<file path="src/rtl/lcg_pkg.sv">
// lcg_pkg: shared definitions for the LCG multiply/accumulate unit.
//   LCG_WIDTH   - default operand width (full product is 2*LCG_WIDTH)
//   lcg_state_e - control FSM states
//   ITER_CYCLES - cycles per a*x+c iteration (WIDTH MUL + ACC + NEXT)
package lcg_pkg;

  localparam int LCG_WIDTH   = 16;
  localparam int ITER_CYCLES = LCG_WIDTH + 2;

  typedef enum logic [1:0] {
    IDLE = 2'd0,
    MUL  = 2'd1,
    ACC  = 2'd2,
    NEXT = 2'd3
  } lcg_state_e;

endpackage

</file>
<file path="src/rtl/lcg_shift_add_core.sv">
// lcg_shift_add_core: shift-add datapath for one a*x+c iteration.
//   load     - clear accumulator, load multiplier a and multiplicand x, bit counter 0
//   step     - consume one multiplier bit (LSB first), add shifted x when set
//   acc_add  - add zero-extended addend into the accumulator
//   product  - 2*WIDTH accumulator (wraps modulo 2^(2*WIDTH))
//   bit_last - high while the final multiplier bit is being consumed
module lcg_shift_add_core
  import lcg_pkg::*;
#(
  parameter int WIDTH = LCG_WIDTH
) (
  input  logic               clk,
  input  logic               reset,
  input  logic               load,
  input  logic               step,
  input  logic               acc_add,
  input  logic [WIDTH-1:0]   load_a,
  input  logic [WIDTH-1:0]   load_x,
  input  logic [WIDTH-1:0]   addend,
  output logic [2*WIDTH-1:0] product,
  output logic               bit_last
);

  localparam int CW = (WIDTH > 1) ? $clog2(WIDTH) : 1;

  logic [2*WIDTH-1:0] mcand;   // x << i, kept pre-shifted
  logic [WIDTH-1:0]   mplier;  // a >> i, bit 0 is the current multiplier bit
  logic [CW-1:0]      bit_cnt;

  always_ff @(posedge clk) begin
    if (reset) begin
      product <= '0;
      mcand   <= '0;
      mplier  <= '0;
      bit_cnt <= '0;
    end else if (load) begin
      product <= '0;
      mcand   <= {{WIDTH{1'b0}}, load_x};
      mplier  <= load_a;
      bit_cnt <= '0;
    end else if (step) begin
      if (mplier[0]) product <= product + mcand;
      mcand   <= mcand << 1;
      mplier  <= mplier >> 1;
      bit_cnt <= bit_cnt + CW'(1);
    end else if (acc_add) begin
      product <= product + {{WIDTH{1'b0}}, addend};
    end
  end

  assign bit_last = (bit_cnt == CW'(WIDTH - 1));

endmodule

</file>
<file path="src/rtl/lcg_mul_unit.sv">
// lcg_mul_unit: multi-cycle LCG step x' = a*x + c (addend optional), optionally
// iterated count times, returning low and (optionally) high product words.
//   clk, reset        - clock, synchronous active-high reset
//   start             - request; accepted only in IDLE
//   mul_only/loop/msb - drop addend / iterate count times / return high word
//   a, x, c, count    - multiplier, seed, addend, iteration count
//   busy, stall, done - in progress / pipeline hold / one-cycle completion pulse
//   result_lo/hi      - registered results, held until the next done or reset
module lcg_mul_unit
  import lcg_pkg::*;
#(
  parameter int WIDTH = LCG_WIDTH
) (
  input  logic             clk,
  input  logic             reset,
  input  logic             start,
  input  logic             mul_only,
  input  logic             loop,
  input  logic             msb,
  input  logic [WIDTH-1:0] a,
  input  logic [WIDTH-1:0] x,
  input  logic [WIDTH-1:0] c,
  input  logic [WIDTH-1:0] count,
  output logic             busy,
  output logic             stall,
  output logic             done,
  output logic [WIDTH-1:0] result_lo,
  output logic [WIDTH-1:0] result_hi
);

  lcg_state_e state_q, state_d;

  logic [WIDTH-1:0]   a_q;     // multiplier reused by every iteration
  logic [WIDTH-1:0]   c_q;     // addend, already zeroed for mul_only
  logic [WIDTH-1:0]   rem_q;   // iterations left including the current one
  logic               msb_q;
  logic               idle, accept;
  logic               load, step, acc_add, fin;
  logic [2*WIDTH-1:0] product;
  logic               bit_last;

  assign idle   = (state_q == IDLE);
  assign accept = start & idle;
  assign busy   = ~idle;
  assign stall  = accept | busy;

  always_comb begin
    state_d = state_q;
    load    = 1'b0;
    step    = 1'b0;
    acc_add = 1'b0;
    fin     = 1'b0;
    case (state_q)
      IDLE: if (start) begin
        load    = 1'b1;
        state_d = MUL;
      end
      MUL: begin
        step = 1'b1;
        if (bit_last) state_d = ACC;
      end
      ACC: begin
        acc_add = 1'b1;
        state_d = NEXT;
      end
      NEXT: begin
        if (rem_q > WIDTH'(1)) begin
          load    = 1'b1;
          state_d = MUL;
        end else begin
          fin     = 1'b1;
          state_d = IDLE;
        end
      end
      default: state_d = IDLE;
    endcase
  end

  always_ff @(posedge clk) begin
    if (reset) begin
      state_q   <= IDLE;
      a_q       <= '0;
      c_q       <= '0;
      rem_q     <= '0;
      msb_q     <= 1'b0;
      done      <= 1'b0;
      result_lo <= '0;
      result_hi <= '0;
    end else begin
      state_q <= state_d;
      done    <= fin;
      if (accept) begin
        a_q   <= a;
        c_q   <= mul_only ? '0 : c;
        msb_q <= msb;
        // count=0 behaves like a single step
        rem_q <= (loop && count != '0) ? count : WIDTH'(1);
      end else if (state_q == NEXT && rem_q > WIDTH'(1)) begin
        rem_q <= rem_q - WIDTH'(1);
      end
      if (fin) begin
        result_lo <= product[WIDTH-1:0];
        result_hi <= msb_q ? product[2*WIDTH-1:WIDTH] : '0;
      end
    end
  end

  // First load takes operands from the ports; later loads chain x from the
  // low product word and reuse the latched multiplier.
  lcg_shift_add_core #(.WIDTH(WIDTH)) u_core (
    .clk      (clk),
    .reset    (reset),
    .load     (load),
    .step     (step),
    .acc_add  (acc_add),
    .load_a   (idle ? a : a_q),
    .load_x   (idle ? x : product[WIDTH-1:0]),
    .addend   (c_q),
    .product  (product),
    .bit_last (bit_last)
  );

endmodule

</file>
<file path="config.mk">
export PLATFORM = sky130hd
export DESIGN_NAME = lcg_mul_unit
export DESIGN_NICKNAME = d
export VERILOG_FILES = /design/src/rtl/lcg_pkg.sv /design/src/rtl/lcg_shift_add_core.sv /design/src/rtl/lcg_mul_unit.sv
export SDC_FILE = /design/constraint.sdc
export NUM_CORES = 1
export LEC_CHECK = 0
export BUFFER_PORTS_ARGS = -buffer_cell sky130_fd_sc_hd__buf_4
export CAP_MARGIN = 20
export CORE_MARGIN = 8
export CORE_UTILIZATION = 50
export DETAILED_ROUTE_END_ITERATION = 7
export PLACE_DENSITY = 0.75
export SETUP_SLACK_MARGIN = 0.02
export SKIP_CTS_REPAIR_TIMING = 1
export SLEW_MARGIN = 40
export SYNTH_ARGS = -nofsm -noshare
export SYNTH_HDL_FRONTEND = slang
export SYNTH_SLANG_ARGS = --single-unit
export TNS_END_PERCENT = 30
</file>
<file path="constraint.sdc">
create_clock -name clk -period 5.2 [get_ports clk]
set_clock_uncertainty 0.1 [all_clocks]
set_input_delay 1.04 -clock clk [delete_from_list [all_inputs] [get_ports clk]]
set_output_delay 1.04 -clock clk [all_outputs]
set_load 0.02 [all_outputs]
</file>
==> flow_summary.json <==
{
  "p_sw_mw": 1.98,
  "grt_setup_unrepaired": "no",
  "synthTopCellsByArea": "dfxtp_1 38%, a21oi_1 8.2%, nand2_1 7.4%",
  "netlist_instances": 1093,
  "final_area_sq_mm": 0.0103,
  "drv_cap": 0,
  "place.detailed.hpwl_mm": 16.6,
  "syn_area_sq_mm": 0.00887,
  "wl_met1_mm": 10.4,
  "drv_slew": 0,
  "path_max_fanout": 13,
  "antenna_found_initial": 0,
  "cts_root_buf": "clkbuf_16",
  "status": "finished clean",
  "top_layer_used": "met4",
  "die_width_microns": 149,
  "worstPathRequired_ns": 5.42,
  "ioPinCount": 105,
  "route.final.wire_length_mm": 23.4,
  "drive_gt1_frac": 0.150,
  "ys_ff_latch": 168,
  "clock_latency_ns": 0.44,
  "critPathKind": "reg2reg",
  "drt_pass1_iterations": 5,
  "numCtsBuffers": 17,
  "pwr-share-comb": 0.414,
  "postPlaceCellArea_sq_mm": 0.00976,
  "yosys.area.top_type": "dfxtp_1",
  "worst_slew_pin_slew_ns": 0.779,
  "grt_first_pass_wirelength_mm": 37.8,
  "peakVddDrop_v": 0.000288,
  "tns_ns": 0,
  "wl_per_cell_microns": 16.8,
  "diodes": 0,
  "setup_violations": 0,
  "cellInternalPower_mw": 2.91,
  "synth_common_cells": "175 x nand2_1, 168 x dfxtp_1, 146 x a21oi_1, 72 x nor2_1, 70 x a211oi_1",
  "synth_fp_nets": 1205,
  "port_buffers": 104,
  "grt_overflow": 0,
  "end_kind": "flop",
  "p_clk_frac": 0.241,
  "wl_met2_mm": 11.1,
  "dieHeight_microns": 149,
  "synth_cell_types": 56,
  "power_density_mw_per_mm2": 474,
  "syn_area_per_cell_sq_um": 8.11,
  "grt_pass1_vias": 7617,
  "synth-async-reset-ratio": 0,
  "p_sw_frac": 0.405,
  "synth_enable_flop_cells": 0,
  "cp.arrival_ns": 4.49,
  "drcViolationCount": 0,
  "fmaxAchievable_mhz": 234,
  "cts_htree_levels": 4,
  "syn2layout_area_growth_pct": 16.2,
  "cts_buffer_depth": 2,
  "synth_top_area_frac": 0.379,
  "clock-sinks": 168,
  "synth_flop_cell": "dfxtp_1",
  "synth.most_common_cell": "nand2_1",
  "met3_wirelength_mm": 1.01,
  "start_kind": "flop",
  "core-area_sq_mm": 0.0173,
  "grt_max_degree": 89,
  "min_period_ns": 4.27,
  "fin_util": 0.596,
  "fin_nets": 1267,
  "drt.antenna.violating_nets": 0,
  "hold_viol": 0,
  "dieArea_sq_mm": 0.0223,
  "yosysSeqAreaShare": 0.379,
  "hold_class": "reg2reg",
  "vias_per_cell": 5.77,
  "finalCritPeriodShare": 0.821,
  "drt_iter0_markers": 528,
  "finalWeightedCongestion": 0.883,
  "tritoncts": "done",
  "synth_warnings": 0,
  "grt_usage": 0.208,
  "clkTransAtPathRegs_ns": 0.06,
  "nFillCells": 1587,
  "initial_core_util": 0.513,
  "relSlewSlack": 0.481,
  "p_seq_frac": 0.345,
  "vias": 8033,
  "leakage_nw": 4.13,
  "rows": 48
}
-- worst max-delay path, stage by stage, from the launching register on --
cell	delay (ns)
dfxtp_1	0.33
inv_1	0.12
ha_1	0.56
buf_4	0.28
mux2_2	0.17
ha_1	0.18
inv_1	0.06
fa_1	0.40
nor2b_1	0.22
o31a_1	0.24
o211ai_1	0.13
nand2_1	0.17
a211oi_1	0.15
o41ai_1	0.70
a311o_1	0.26
nand3_1	0.07
-- cell type report --
cell class | count | area, sq um | share of cell area
Timing Repair Buffer | 116 | 875 | 0.0849
Tap cell | 225 | 282 | 0.0273
Clock inverter | 12 | 93.8 | 0.00911
Inverter | 13 | 48.8 | 0.00474
Multi-Input combinational cell | 839 | 5200 | 0.504
Clock buffer | 20 | 447 | 0.0433
Sequential cell | 168 | 3360 | 0.326
-- layout by cell type (no fill, tap or decap), types with 3 or more instances in the layout --
master	netlist	final
nand2_1	175	175
dfxtp_1	168	168
a21oi_1	146	145
buf_4	0	115
nor2_1	72	72
a211oi_1	70	70
ha_1	41	39
mux2i_1	36	35
nor2b_1	35	35
nand3_1	33	33
o21ai_0	28	28
nand3b_1	20	20
mux2_2	19	19
and2_1	18	18
clkbuf_16	0	17
nor3_1	16	16
xor2_1	15	15
inv_1	13	13
xnor2_1	11	11
a21o_1	9	9
nor4_1	9	9
o21a_1	8	8
nand4_1	7	7
or3_1	7	7
a31oi_1	6	6
nand2b_1	6	6
clkinvlp_4	0	5
and3_1	4	4
a221oi_1	4	4
a32oi_1	4	4
or4_1	3	3
a21boi_0	3	3
o31ai_1	3	3
inv_6	0	3
-- registers in the layout, summed over array words and instances (netlist names), 2 cells and up --
register,cells
a_q,16
u_core.mcand,32
state_q,2
c_q,16
u_core.mplier,16
u_core.product,32
result_lo,16
u_core.bit_cnt,4
rem_q,16
result_hi,16
-- power groups by stage --
stage          Sequential, mW  Combinational [mW]  Clock, mW
2_1_floorplan            1.65                1.59          0
3_3_place_gp             1.71                1.96          0
3_5_place_dp             1.71                2.00          0
4_1_cts                  1.68                2.02       1.19
5_1_grt                  1.71                2.23       1.24
6_report                 1.69                2.02       1.18
-- path summary, 6_finish.rpt --
path,from,end,slack [ns],depth (start not counted)
worst max-delay path,state_q[1],u_core.product[30],0.93,15
worst min-delay path,result_hi[9],result_hi[9],0.35,2
worst max register to register,state_q[1],u_core.product[30],0.93,15
worst min register to register,result_hi[9],result_hi[9],0.35,2
-- per-layer routing --
metal  vias up  GRT usage
li1       4032          -
met1      3743      0.255
met2       196      0.344
met3        62     0.0379
met4         0      0.108
met5         -          0
-- per-stage QoR --
| step | worst slack (ns) | cells | power, mW | hold slack [ns] |
|---|---|---|---|---|
| CTS | 0.996 | 1393 | 4.89 | 0.355 |
| global placement | 1.18 | 1361 | 3.67 | 0.339 |
| floorplan | 1.29 | 1093 | 3.24 | 0.329 |
| finish | 0.929 | 1393 | 4.89 | 0.352 |
| detailed placement | 1.01 | 1361 | 3.71 | 0.346 |
| global route | 0.583 | 1393 | 5.19 | 0.372 |
-- logic make-up after synthesis --
group / Yosys count / share of synthesized area
buffers and inverters: 86 / 0.0370
XOR/XNOR: 26 / 0.0257
adder cells (fa/ha/maj): 42 / 0.0601
AO/OA/AOI/OAI: 307 / 0.217
multiplexers: 55 / 0.0648
AND/OR/NAND/NOR: 409 / 0.216
flip-flops: 168 / 0.379
No activity file was read; power rests on OpenSTA's default activity.
